### config.mk
export PLATFORM = sky130hd
export DESIGN_NAME = demux8_seq
export DESIGN_NICKNAME = d
export VERILOG_FILES = /design/src/rtl/demux8_seq.sv
export SDC_FILE = /design/constraint.sdc
export NUM_CORES = 1
export LEC_CHECK = 0
export ABC_AREA = 1
export BUFFER_PORTS_ARGS = -buffer_cell sky130_fd_sc_hd__buf_4
export CAP_MARGIN = 20
export CORE_MARGIN = 2
export CORE_UTILIZATION = 52
export CTS_CLUSTER_SIZE = 16
export DETAILED_ROUTE_END_ITERATION = 16
export GPL_TIMING_DRIVEN = 0
export PLACE_DENSITY = 0.8
export SETUP_SLACK_MARGIN = 0.1
export SYNTH_ARGS = -nofsm -noshare
export SYNTH_HDL_FRONTEND = slang
export SYNTH_SLANG_ARGS = --single-unit
### constraint.sdc
create_clock -name clk -period 1.9 [get_ports clk]
set_input_delay 0.19 -clock clk [delete_from_list [all_inputs] [get_ports clk]]
set_output_delay 0.19 -clock clk [all_outputs]
set_load 0.1 [all_outputs]
### src/rtl/demux8_seq.sv
// Eight-slot frame assembler: words are steered into registered slots either by
// an internal fill pointer or by an explicit address, and released per frame.
module demux8_seq #(
    parameter int WIDTH = 32
) (
    input  logic             clk,
    input  logic             rst_n,
    input  logic [WIDTH-1:0] data_in,
    input  logic             in_valid,
    output logic             in_ready,
    input  logic             auto,
    input  logic [2:0]       select,
    input  logic             clear,
    output logic [WIDTH-1:0] d0,
    output logic [WIDTH-1:0] d1,
    output logic [WIDTH-1:0] d2,
    output logic [WIDTH-1:0] d3,
    output logic [WIDTH-1:0] d4,
    output logic [WIDTH-1:0] d5,
    output logic [WIDTH-1:0] d6,
    output logic [WIDTH-1:0] d7,
    output logic [7:0]       valid_mask,
    output logic             frame_valid,
    input  logic             frame_ack,
    output logic [15:0]      frame_count
);

    typedef enum logic {
        FILL = 1'b0,
        FULL = 1'b1
    } state_e;

    state_e           state_q, state_d;
    logic [2:0]       ptr_q, ptr_d;
    logic [7:0]       mask_q, mask_d;
    logic [15:0]      count_q, count_d;
    logic [WIDTH-1:0] slot_q [8];
    logic [WIDTH-1:0] slot_d [8];

    logic       accept;
    logic [2:0] target;
    logic [7:0] mask_set;

    assign in_ready = (state_q == FILL);
    assign accept   = in_valid && in_ready;
    assign target   = auto ? ptr_q : select;
    assign mask_set = mask_q | (8'b1 << target);

    always_comb begin
        state_d = state_q;
        ptr_d   = ptr_q;
        mask_d  = mask_q;
        count_d = count_q;
        slot_d  = slot_q;

        if (clear) begin
            // Clear wins over both a pending accept and a frame release.
            state_d = FILL;
            ptr_d   = 3'd0;
            mask_d  = 8'd0;
            for (int i = 0; i < 8; i++) slot_d[i] = '0;
        end else if (state_q == FULL) begin
            if (frame_ack) begin
                state_d = FILL;
                ptr_d   = 3'd0;
                mask_d  = 8'd0;
                count_d = count_q + 16'd1;
            end
        end else if (accept) begin
            slot_d[target] = data_in;
            mask_d         = mask_set;
            if (auto) ptr_d = ptr_q + 3'd1;
            if (mask_set == 8'hFF) state_d = FULL;
        end
    end

    always_ff @(posedge clk or negedge rst_n) begin
        if (!rst_n) begin
            state_q <= FILL;
            ptr_q   <= 3'd0;
            mask_q  <= 8'd0;
            count_q <= 16'd0;
            // NOTE: slot storage is reset too, since a reset must discard frame contents.
            for (int i = 0; i < 8; i++) slot_q[i] <= '0;
        end else begin
            state_q <= state_d;
            ptr_q   <= ptr_d;
            mask_q  <= mask_d;
            count_q <= count_d;
            slot_q  <= slot_d;
        end
    end

    assign d0          = slot_q[0];
    assign d1          = slot_q[1];
    assign d2          = slot_q[2];
    assign d3          = slot_q[3];
    assign d4          = slot_q[4];
    assign d5          = slot_q[5];
    assign d6          = slot_q[6];
    assign d7          = slot_q[7];
    assign valid_mask  = mask_q;
    assign frame_valid = (state_q == FULL);
    assign frame_count = count_q;

endmodule

**Yosys cells after proc, flatten, opt, wreduce, memory -nomap -nowiden**

Index checks and enable logic that the tools add are counted.

- Register bits: 284
- Input bits: 41

- Shift operators: 1
- Reductions and logical operators: 9
- Muxes and demuxes: 21
- Bitwise logic cells: 4
- Magnitude comparators: 2
- Equality and inequality tests: 3
- Add/subtract/negate cells: 2

Operators with widths:

| kind | count |
|---|---|
| two-way mux 256 bit | 3 |
| bitwise mux 256 bit | 1 |
| demux 32 bit (select 3 bit) | 1 |
| two-way mux 32 bit | 1 |
| two-way mux 8 bit | 4 |
| two-way mux 3 bit | 6 |
| adder 16 x 1 -> 16 bit (second input constant) | 1 |
| == test 8 bit (second input constant) | 1 |
| OR 8 bit | 1 |
| << shifter 1 x 3 -> 8 bit (first input constant) | 1 |
| AND reduction 3 bit | 2 |
| nonzero test 3 bit | 2 |
| two-way mux 1 bit | 5 |
| greater-or-equal comparator 4 bit (second input constant) | 1 |
| < comparator 4 x 1 -> 1 bit (second input constant) | 1 |
| NOT 3 -> 4 bit | 1 |
| AND reduction 2 bit | 2 |
| adder 3 x 1 -> 3 bit (second input constant) | 1 |
| inequality test 3 bit (second input constant) | 1 |
| logical AND 1 bit | 2 |
| inequality test 2 bit (second input constant) | 1 |
| NOT 1 bit | 2 |
| nonzero test 2 bit | 1 |

**Logic depth before layout (Yosys ltp)**

Gate-level depths: netlist (run 1).

- Depth in word-level cells: 10
- Depth in mapped cells: 10

**Worst setup path before layout (run 1)**

OpenSTA, ideal clock, no wires.

- Path kind: register to register
- Start point: reg state_q, in the netlist frame_valid
- End point: reg slot_q (netlist bit d0[10])
- Buffers on the path: 1
- Arrival: 2.221 ns
- Path slack: -0.451 ns
- Cell stages (with the launch flop): 8
- Cell sequence: dfrtp_1 -> inv_2 -> nand2_2 -> inv_4 -> nand4_4 -> buf_6 -> nand3_1 -> o21ai_0

- Longest elaborated chain between the ends: 4
- Elaborated cells between the ends (all ways): 5

RTL lines:

| item | RTL line | RTL |
|---|---|---|
| start: declaration | 33 | `state_e state_q, state_d;` |
| start signal: assignment | 86 | `state_q <= state_d;` |
| NOT 1 bit | 44 | `assign in_ready = (state_q == FILL);` |
| named net in_ready | 10 | `output logic in_ready,` |
| logical AND 1 bit | 45 | `assign accept = in_valid && in_ready;` |
| nonzero test 2 bit (no source line) | -- |  |
| AND reduction 2 bit (no source line) | -- |  |
| end signal: assignment | 90 | `slot_q <= slot_d;` |
| end: declaration | 37 | `logic [WIDTH-1:0] slot_q [8];` |

The timed path passes the listed nets, and every way through them passes these cells.
A chain may end at the register's enable or synchronous reset.

**Worst setup path after layout (run 1)**

- Start point: in clear
- End point: reg slot_q (netlist bit d6[9])

- Longest elaborated chain between the ends: 2
- Elaborated cells between the ends (all ways): 4

RTL lines:

| item | RTL line | RTL |
|---|---|---|
| start: declaration | 13 | `input logic clear,` |
| inequality test 2 bit (no source line) / nonzero test 2 bit (equally long branches) | -- |  |
| AND reduction 2 bit (no source line) | -- |  |

Several ways; a longest one is shown, not always the timed one.

==> results of run 1 <==
==> logic make-up after synthesis <==
group,after synthesis
buf+inv,122
compound gates,269
fa+ha+maj,2
flops,284
simple gates,386
xor+xnor,15
==> final timing paths <==
kind | to | from | cells past startpoint | slack, ns
worst max-delay path | d6[9]$_DFFE_PN0P_ | clear | 7 | 0.11
min in group asynchronous | d4[26]$_DFFE_PN0P_ | rst_n | 2 | 0.29
worst min-delay path | ptr_q[0]$_DFFE_PN0P_ | auto | 3 | 0.05
worst max register to register | d4[13]$_DFFE_PN0P_ | frame_valid$_DFF_PN0_ | 7 | 0.18
max in group asynchronous | d5[11]$_DFFE_PN0P_ | rst_n | 3 | 0.62
worst min register to register | frame_count[15]$_DFFE_PN0P_ | frame_count[15]$_DFFE_PN0P_ | 1 | 0.49
==> per-stage QoR <==
step	area, sq um	utilization	hold slack (ns)
floorplan	11640	-	-0.1056
global placement	14400	0.6577	0.4651
detailed placement	14460	0.6606	0.2809
CTS	15470	0.7069	0.03081
global route	15520	0.7092	0.04430
finish	15520	0.7092	0.04931
==> registers in the layout, indices dropped and copies added, names as in the netlist <==
register / cells
d0: 32
d1: 32
d2: 32
d3: 32
d4: 32
d5: 32
d6: 32
d7: 32
frame_count: 16
valid_mask: 8
ptr_q: 3
frame_valid: 1
==> Yosys cell counts <==
cell type  number  share of area
nand2_1        79          0.026
inv_1          38          0.012
nand2_4         6         0.0058
nand4_1         2         0.0011
nand3b_1        1        0.00065
nand3_1       272           0.12
ha_1            2         0.0022
nand4_4         8          0.015
buf_2          27          0.012
xor2_1         10         0.0075
buf_1           5         0.0016
o21ai_0        21         0.0090
buf_6          49          0.048
dfrtp_1       284           0.61
nor4_1          1        0.00054
inv_4           1        0.00054
nor2_2          2         0.0011
nor3_1          3         0.0013
a21oi_1         2        0.00086
xnor2_1         5         0.0038
o21ai_2        35          0.026
o22ai_1         1        0.00054
nor2_1          9         0.0029
o21ai_1       210          0.090
nand2_2         2         0.0011
inv_2           1        0.00032
nand3_2         1        0.00086
inv_6           1        0.00075
==> power by group through the flow <==
| stage | logic, uW | registers [uW] | clock network, uW |
|---|---|---|---|
| detailed placement | 2040 | 6370 | 0 |
| CTS | 2060 | 6260 | 5810 |
| floorplan | 520 | 7220 | 0 |
| global placement | 2010 | 6360 | 0 |
| global route | 2150 | 6270 | 6100 |
| finish | 2060 | 6260 | 5800 |
==> critical path, stage by stage <==
cell and delay (ns):
dlygate4sd3_1 0.54, buf_4 0.13, inv_1 0.10, buf_2 0.28
buf_2 0.29, nand2_1 0.40, o21ai_1 0.29
==> timing repair <==
action / 4_1_cts / 5_1_grt
resized for setup: 0 / 1
hold buffers: 3 / 0
endpoints found under the setup margin: 3 / 48
setup buffers: 3 / 3
pin swaps: 1 / 3
endpoints found under the hold margin: 99 / 0
==> final cells by class <==
class | count | area (sq um)
Tap cell | 280 | 350.3
Multi-Input combinational cell | 672 | 3643
Buffer | 81 | 705.7
Clock inverter | 10 | 127.6
Timing Repair Buffer | 332 | 2572
Fill cell | 1625 | 6366
Inverter | 41 | 168.9
Clock buffer | 42 | 834.6
Sequential cell | 284 | 7122
==> metal layers <==
metal  wire [microns]  track usage  vias to the layer above
li1                 -            -                     4508
met1            15070       0.4429                     5029
met2            18590       0.5187                      558
met3             3766      0.07570                       84
met4             1319       0.1070                        0
met5                0            0                        -
==> run_results.csv, run 1 <==
group,metric,value,unit
synth,synth_top_family_by_area,"simple AND/OR/NAND/NOR gates",
die,start_util,0.5306,
timing,rsz0062_at_grt,"true",
cells_and_area,antenna_cells,0,
timing,max-slew-margin-rel,0.4823,
power,ir_drop,0.6323,mV
timing,drv_slew,0,
setup_path,crit_type,"in -> reg",
cells_and_area,layout.cells.non_filler,1742,
placed_design,dp_cells,1681,
setup_path,cp.arrival,2.23,ns
power,switchingPower,4096,uW
synth,synth.area.mux_share,0,
global_routing,grt-ovfl-total,0,
timing,clock.fmax,559.7,MHz
clock_network,htreeDepth,1,
timing,fin_crit,1.787,ns
synth,syn-cell-area,11610,sq um
power,clockPowerShare,0.411,
die,dieArea,23550,sq um
setup_path,cp-end-kind,"register",
cells_and_area,drive_gt1_frac,0.3543,
power,p_seq_frac,0.443,
timing,skew,0.007751,ns
outcome,outcome,"completed",
synth,synthAdderAreaFrac,0.002154,
placed_design,gp_congestion,0.8864,
power,p_int,10020,uW
timing,hold_violations,0,
global_routing,grt_use_total,0.3243,
global_routing,grt_pass1_vias,9767,
clock_network,cts_root_buf,"clkbuf_16",
clock_network,clock_path_buffers,3,
die,ios,323,
die,die_height,153.5,microns
power,powerDensity,909.3,nW/um^2
global_routing,grt_start_max_net_pins,112,
setup_path,startpoint_type,"primary input",
detailed_routing,drtPass1Iterations,5,
synth,ys_ff_latch,284,
cells_and_area,num-nets-final,1483,
synth,synth-compound-area-share,0.1273,
global_routing,antenna_found_initial,0,
synth,syn_nets,1121,
die,fp-row-count,54,
global_routing,grt_first_pass_wirelength,59130,microns
cells_and_area,layout_commonest_cell,"buf_4",
power,p_total,14120,uW
power,p_comb_frac,0.146,
clock_network,cts_buffers,28,
power,leakage,0.007702,uW
detailed_routing,drt_iter0_markers,906,
synth,yosysWarnings,0,
placed_design,dpl_worst_slack,0.1240,ns
power,switching_share,0.2901,
timing,setup_tns,0,ns
detailed_routing,remaining_drc_errors,0,
clock_network,clk_pin_slew,0.06,ns
cells_and_area,layout_common_cells,"324 x buf_4, 274 x dfrtp_1, 272 x nand3_1",
timing,tightest_slew,0.7766,ns
clock_network,clkLatencyLatePin,0.54,ns
setup_path,path_max_fanout,10,
placed_design,port_buffers,321,
setup_path,required,2.35,ns
placed_design,dpl.hpwl,27450,microns
detailed_routing,via_per_inst,5.843,
clock_network,cts.sinks,284,
synth,synthXorXnorAreaFrac,0.01131,
synth,yosysSeqAreaShare,0.6119,
synth,syn_inst,1078,
synth,synth_simple_gate_area_frac,0.1727,
die,fp.dieW,153.5,microns
die,core,21890,sq um
timing,final.setup.worst_slack,0.1134,ns
cells_and_area,area_growth,33.66,%
timing,fin_crit_sh,0.9403,
detailed_routing,wl_per_cell,22.24,microns
clock_network,cts_tree,"yes",
timing,setup_viol,0,
job,max-cap-violations,0,
synth,syn_area_per_cell,10.77,sq um
min_path,hold_class,"in -> reg",
detailed_routing,final_antenna_net_count,0,
detailed_routing,vias,10179,
synth,synth_cell_type_count,28,
detailed_routing,wirelength,38750,microns
Power figures use the tool's default switching activity.
==> run 2, diff against run 1 <==
--- a/config.mk
+++ b/config.mk
@@ -5,7 +5,6 @@
 export SDC_FILE = /design/constraint.sdc
 export NUM_CORES = 1
 export LEC_CHECK = 0
-export ABC_AREA = 1
 export BUFFER_PORTS_ARGS = -buffer_cell sky130_fd_sc_hd__buf_4
 export CAP_MARGIN = 20
 export CORE_MARGIN = 2
@@ -13,7 +12,7 @@
 export CTS_CLUSTER_SIZE = 16
 export DETAILED_ROUTE_END_ITERATION = 16
 export GPL_TIMING_DRIVEN = 0
-export PLACE_DENSITY = 0.8
+export PLACE_DENSITY = 0.79
 export SETUP_SLACK_MARGIN = 0.1
 export SYNTH_ARGS = -nofsm -noshare
 export SYNTH_HDL_FRONTEND = slang
==> run 2 against run 1 <==
Sequential share of layout area down 1.1 points. Clock skew up 0.0014 ns. Highest routed layer unchanged. Largest cell class unchanged. First-iteration DRC count down 9.9%. Utilization up 0.062 points. Worst setup slack worse by 0.0036 ns.
==> run_results.csv, run 2 <==
group,metric,value,unit
setup_path,crit_chain,"nand2b_2, nor2_4, buf_4, nand2_4, clkbuf_4, nand2_1, a21oi_1",
detailed_routing,wl_met2,18750,microns
cells_and_area,fill_cells,1686,
timing,skew,0.009158,ns
setup_path,startpoint_type,"register",
synth,synth_top_family_by_area,"simple AND/OR/NAND/NOR gates",
synth,ys_ff_latch,284,
synth,post-synth-top-count-cell,"nand2_1",
detailed_routing,drt_iter0_markers,816,
power,p_int,10090,uW
synth,synthAdderAreaFrac,0.002129,
detailed_routing,wl_met3,3470,microns
clock_network,clock_path_buffers,3,
detailed_routing,wl_per_cell,19.95,microns
placed_design,gp_congestion,0.8774,
synth,synth_top_area_share,0.6046,
synth,synth_simple_gate_area_frac,0.2035,
global_routing,antenna_found_initial,0,
power,powerDensity,887.9,nW/um^2
placed_design,dp_cells,1867,
setup_path,cp-startpoint,"frame_valid$_DFF_PN0_",
synth,syn_area_per_cell,9.104,sq um
cells_and_area,layout.cells.non_filler,1964,
outcome,outcome,"completed",
synth,syn-cell-area,11750,sq um
synth,yosysTopAreaCell,"dfrtp_1",
die,dieArea,23820,sq um
clock_network,clkLatencyLatePin,0.54,ns
timing,timing.hold.ws,0.01623,ns
setup_path,crit_type,"reg -> reg",
detailed_routing,wl_met1,15200,microns
synth,synth.area.mux_share,0.004152,
clock_network,cts_root_buf,"clkbuf_16",
synth,synth_cell_type_count,50,
timing,final.setup.worst_slack,0.1098,ns
power,leakage,0.007553,uW
clock_network,cts.sinks,284,
timing,tightest_slew,0.9428,ns
power,ir_drop,0.6711,mV
timing,hold_violations,0,
power,p_comb_frac,0.142,
synth,synth-compound-area-share,0.1249,
timing,rsz0062_at_grt,"true",
setup_path,slowest_stage,"dfrtp_4",
synth,syn_nets,1334,
cells_and_area,layout_commonest_cell,"nand2_1",
detailed_routing,vias,10820,
cells_and_area,area_growth,35.48,%
synth,syn_inst,1291,
power,switchingPower,4047,uW
cells_and_area,drive_gt1_frac,0.2853,
global_routing,grt_start_max_net_pins,114,
detailed_routing,via_per_inst,5.509,
detailed_routing,wirelength,39180,microns
timing,drv_slew,0,
timing,fin_crit_sh,0.9422,
detailed_routing,final_antenna_net_count,0,
setup_path,rr_startpoint,"frame_valid$_DFF_PN0_",
clock_network,cts_tree,"yes",
timing,clock.fmax,558.6,MHz
timing,fin_crit,1.790,ns
job,max-cap-violations,0,
synth,synth_area_leaders,"dfrtp_1 60%, nand2_1 17%, a21oi_1 11%",
power,clockPowerShare,0.416,
detailed_routing,top_layer,"met4",
clock_network,cts_buffers,30,
synth,yosysWarnings,0,
timing,setup_viol,0,
min_path,hold_class,"in -> reg",
global_routing,grt_first_pass_wirelength,59790,microns
die,core,22430,sq um
synth,synth_common_cells,"537 x nand2_1, 284 x dfrtp_1, 258 x a21oi_1",
power,p_seq_frac,0.442,
setup_path,max_stage_delay,0.52,ns
global_routing,grt_pass1_vias,10763,
power,switching_share,0.2863,
min_path,holdCritStartpoint,"data_in[12]",
setup_path,cp.arrival,2.19,ns
detailed_routing,drtPass1Iterations,6,
cells_and_area,num-nets-final,1701,
clock_network,htreeDepth,1,
synth,synth_edf_count,0,
setup_path,cp-end-kind,"register",
timing,max-slew-margin-rel,0.3714,
die,fp.dieW,154.3,microns
global_routing,grt-ovfl-total,0,
synth,yosysSeqAreaShare,0.6046,
detailed_routing,remaining_drc_errors,0,
setup_path,required,2.30,ns
die,die_height,154.3,microns
clock_network,clk_pin_slew,0.06,ns
die,start_util,0.5239,
placed_design,dpl_worst_slack,-0.1853,ns
placed_design,port_buffers,289,
setup_path,path_max_fanout,10,
synth,synthXorXnorAreaFrac,0.01192,
die,fp-row-count,55,
global_routing,grt_use_total,0.3227,
cells_and_area,layout_common_cells,"534 x nand2_1, 315 x buf_4, 272 x dfrtp_1",
placed_design,dpl.hpwl,26680,microns
cells_and_area,antenna_cells,0,
synth,synth-main-ff-cell,"dfrtp_1",
synth,synth_async_sr_flop_share,1.000,
die,ios,323,
[run 2: changes by cell type in the layout (fill, tap and decap cells not counted), sizes merged, moves of 7 or more]
cell and delta:
nand2 +454, nand3 -261, a21oi +257, o21ai -257
clkbuf +50, buf -42, inv -39, dlygate4sd3 +27
nor2 +7, xnor2 +7
[run 2: worst max-delay path, delay by kind of cell (launching register included)]
family	cells	cell delay, ns
simple gates	4	0.66
flops	1	0.52
buf+inv	2	0.39
compound gates	1	0.07
[run 2: logic make-up after synthesis]
| logic type | after synthesis |
|---|---|
| AOI/OAI and AO/OA | 280 |
| xor gates and xnor gates | 16 |
| adders and majority gates | 2 |
| buffers and inverters | 113 |
| DFF | 284 |
| muxes | 3 |
| and+or+nand+nor | 593 |
[run 2: path summary, 6_finish.rpt]
kind                       slack, ns                          end  cells after the start
min                             0.02           d7[12]$_DFFE_PN0P_                      3
max reg2reg                     0.11           d1[16]$_DFFE_PN0P_                      7
min reg2reg                     0.48  frame_count[15]$_DFFE_PN0P_                      1
max                             0.11           d1[16]$_DFFE_PN0P_                      7
max in group asynchronous       0.75           d4[28]$_DFFE_PN0P_                      3
min in group asynchronous       0.19   frame_count[6]$_DFFE_PN0P_                      2
[run 2: routing by layer]
layer | global-route usage | up-vias
met5 | 0 | -
met4 | 0.1609 | 0
met3 | 0.06809 | 106
met2 | 0.5225 | 526
met1 | 0.4170 | 5288
li1 | - | 4900
[run 2: metrics by stage]
step	instance area [sq um]	total power (uW)	setup TNS, ns	util
global route	15920	14530	0	0.7098
floorplan	11770	7648	0	-
global placement	14300	8213	-506.04	0.6374
detailed placement	14360	8252	-6.485	0.6402
CTS	15790	14140	0	0.7038
finish	15920	14140	0	0.7098
[run 2: layout make-up]
class,instances,area [sq um],share of cell area
flip-flops and latches,284,7124,0.4474
multi-input cells,894,4167,0.2616
well taps,285,356.6,0.02239
inverters,2,7.507,0.0004714
plain buffers,111,623.1,0.03913
clock buffers,44,894.6,0.05618
clock inverters,9,101.3,0.006364
repair buffers,335,2650,0.1664
[run 2: repair_timing]
item                       in CTS  in global routing
hold buffers                   30                  0
cloned                          0                  0
pin swaps                       2                  4
hold endpoints to repair      199                  0
setup endpoints to repair     182                198
setup buffers                   7                  7
gates resized for setup        19                 29
[run 2: power groups by stage]
stage               clock network, uW  registers, uW  logic (uW)
floorplan                           0           7200         451
global placement                    0           6350        1860
detailed placement                  0           6350        1900
CTS                              5920           6240        1980
global route                     6170           6260        2100
finish                           5880           6250        2010
==> run 3, diff against run 2 <==
--- a/config.mk
+++ b/config.mk
@@ -7,6 +7,7 @@
 export LEC_CHECK = 0
 export BUFFER_PORTS_ARGS = -buffer_cell sky130_fd_sc_hd__buf_4
 export CAP_MARGIN = 20
+export CORE_ASPECT_RATIO = 0.8
 export CORE_MARGIN = 2
 export CORE_UTILIZATION = 52
 export CTS_CLUSTER_SIZE = 16
==> run 3 against run 2 <==
Critical endpoint is now d6[19]$_DFFE_PN0P_. Sequential power barely moved. Global-route usage barely moved. Clock skew rose by 0.015 ns. Flip-flop and latch count did not move. Power barely moved.
==> run_results.csv, run 3 (synthesized netlist as in run 2, its figures left out) <==
group,metric,value,unit
cells_and_area,register_area,7124,sq um
global_routing,grt_first_pass_wirelength,58480,microns
setup_path,cp.arrival,2.11,ns
cells_and_area,layout.cells.non_filler,1966,
clock_network,cts_tree,"yes",
power,leakage,0.007442,uW
power,ir_drop,0.7006,mV
detailed_routing,vias,10659,
timing,fin_crit_sh,0.9158,
detailed_routing,remaining_drc_errors,0,
setup_path,required,2.27,ns
timing,rsz0062_at_grt,"true",
placed_design,port_buffers,289,
min_path,hold_class,"in -> reg",
job,max-cap-violations,0,
detailed_routing,via_per_inst,5.422,
placed_design,gp_congestion,0.8825,
timing,fin_crit,1.740,ns
setup_path,cp-end-kind,"register",
setup_path,path_max_fanout,10,
setup_path,crit_type,"reg -> reg",
detailed_routing,drtPass1Iterations,6,
cells_and_area,multi_input_area,4159,sq um
placed_design,dpl.hpwl,27250,microns
outcome,outcome,"completed",
global_routing,grt-ovfl-total,0,
timing,clock.fmax,574.7,MHz
timing,max-slew-margin-rel,0.4207,
die,ios,323,
clock_network,clkLatencyLatePin,0.55,ns
cells_and_area,area_growth,34.08,%
timing,skew,0.02393,ns
setup_path,startpoint_type,"register",
clock_network,htreeDepth,1,
die,start_util,0.5267,
cells_and_area,drive_gt1_frac,0.2813,
timing,setup_viol,0,
cells_and_area,num-nets-final,1683,
cells_and_area,antenna_cells,0,
clock_network,cts.sinks,284,
clock_network,clock_path_buffers,3,
clock_network,cts_buffers,28,
timing,hold_violations,0,
detailed_routing,wirelength,39010,microns
die,dieArea,23830,sq um
power,powerDensity,897.7,nW/um^2
global_routing,antenna_found_initial,0,
cells_and_area,fill_cells,1761,
clock_network,clk_pin_slew,0.07,ns
detailed_routing,wl_per_cell,19.84,microns
detailed_routing,final_antenna_net_count,0,
clock_network,cts_root_buf,"clkbuf_16",
timing,tightest_slew,0.8689,ns
die,fp.dieW,172.1,microns
cells_and_area,layout_commonest_cell,"nand2_1",
timing,drv_slew,0,
timing,setup_tns,0,ns
placed_design,dp_cells,1888,
detailed_routing,drt_iter0_markers,1086,
die,fp-row-count,49,
cells_and_area,layout_common_cells,"533 x nand2_1, 305 x buf_4, 272 x dfrtp_1",
die,die_height,138.5,microns
global_routing,grt_start_max_net_pins,117,
global_routing,grt_pass1_vias,10205,
global_routing,grt_use_total,0.3225,
die,core,22320,sq um
run 3: cell types whose count changed in the layout (fill, tap and decap cells not counted), moves of 2 or more:
cell and change:
clkbuf_4 -13, buf_2 +13, bufinv_16 +2, clkbuf_16 -2
nand2_2 +2, buf_4 -10, dlygate4sd3_1 -6
run 3: path summary, 6_finish.rpt:
check / from / endpoint / slack [ns] / cells past startpoint
max: ptr_q[0]$_DFFE_PN0P_ / d6[19]$_DFFE_PN0P_ / 0.16 / 6
min: data_in[3] / d7[3]$_DFFE_PN0P_ / 0.007 / 3
max reg2reg: ptr_q[0]$_DFFE_PN0P_ / d6[19]$_DFFE_PN0P_ / 0.16 / 6
min reg2reg: frame_count[15]$_DFFE_PN0P_ / frame_count[15]$_DFFE_PN0P_ / 0.49 / 1
max in group asynchronous: rst_n / d4[28]$_DFFE_PN0P_ / 0.59 / 3
min in group asynchronous: rst_n / frame_count[11]$_DFFE_PN0P_ / 0.36 / 2
run 3: cell type report:
cell class	instances	area share
sequential	284	0.4521
multi-input combinational	894	0.2639
timing repair buffer	319	0.1596
clock buffer	41	0.05272
buffer	111	0.03748
tap	306	0.02430
clock inverter	9	0.009448
inverter	2	0.0004764
run 3: where the power goes:
group	internal [uW]	switching [uW]	leakage, uW
clock	3560	2360	0.000484
sequential	6160	81.4	0.00392
combinational	392	1590	0.00304
total	10100	4030	0.00744
run 3: through the flow:
step | total power, uW | hold WS (ns) | cell area (sq um) | worst slack, ns | util
finish | 14150 | 0.007353 | 15760 | 0.1599 | 0.7062
global route | 14550 | 0.001982 | 15760 | 0.09131 | 0.7062
CTS | 14150 | 0.0007264 | 15670 | 0.09096 | 0.7021
detailed placement | 8254 | 0.3358 | 14390 | -0.1059 | 0.6448
global placement | 8219 | 0.4629 | 14330 | -2.257 | 0.6420
floorplan | 7648 | -0.1056 | 11770 | 0.1229 | -
run 3: metal layers:
metal	track usage	wire (microns)
met1	0.4458	15900
met2	0.5003	17980
met3	0.09104	3904
met4	0.09553	1223
met5	0	0
run 3: worst max-delay path: stages (launching register included):
cell and delay (ns):
dfrtp_1 0.46, mux2_4 0.34, nor2_4 0.23, nand2_2 0.17, buf_2 0.23, nand2_1 0.09
a21oi_1 0.07
run 3: what timing repair did:
item | 4_1_cts | 5_1_grt
buffers inserted | 1 | 3
resized for setup | 16 | 20
hold buffers | 24 | 0
endpoints found under the hold margin | 216 | 0
pin swaps | 1 | 5
setup endpoints to repair | 164 | 201
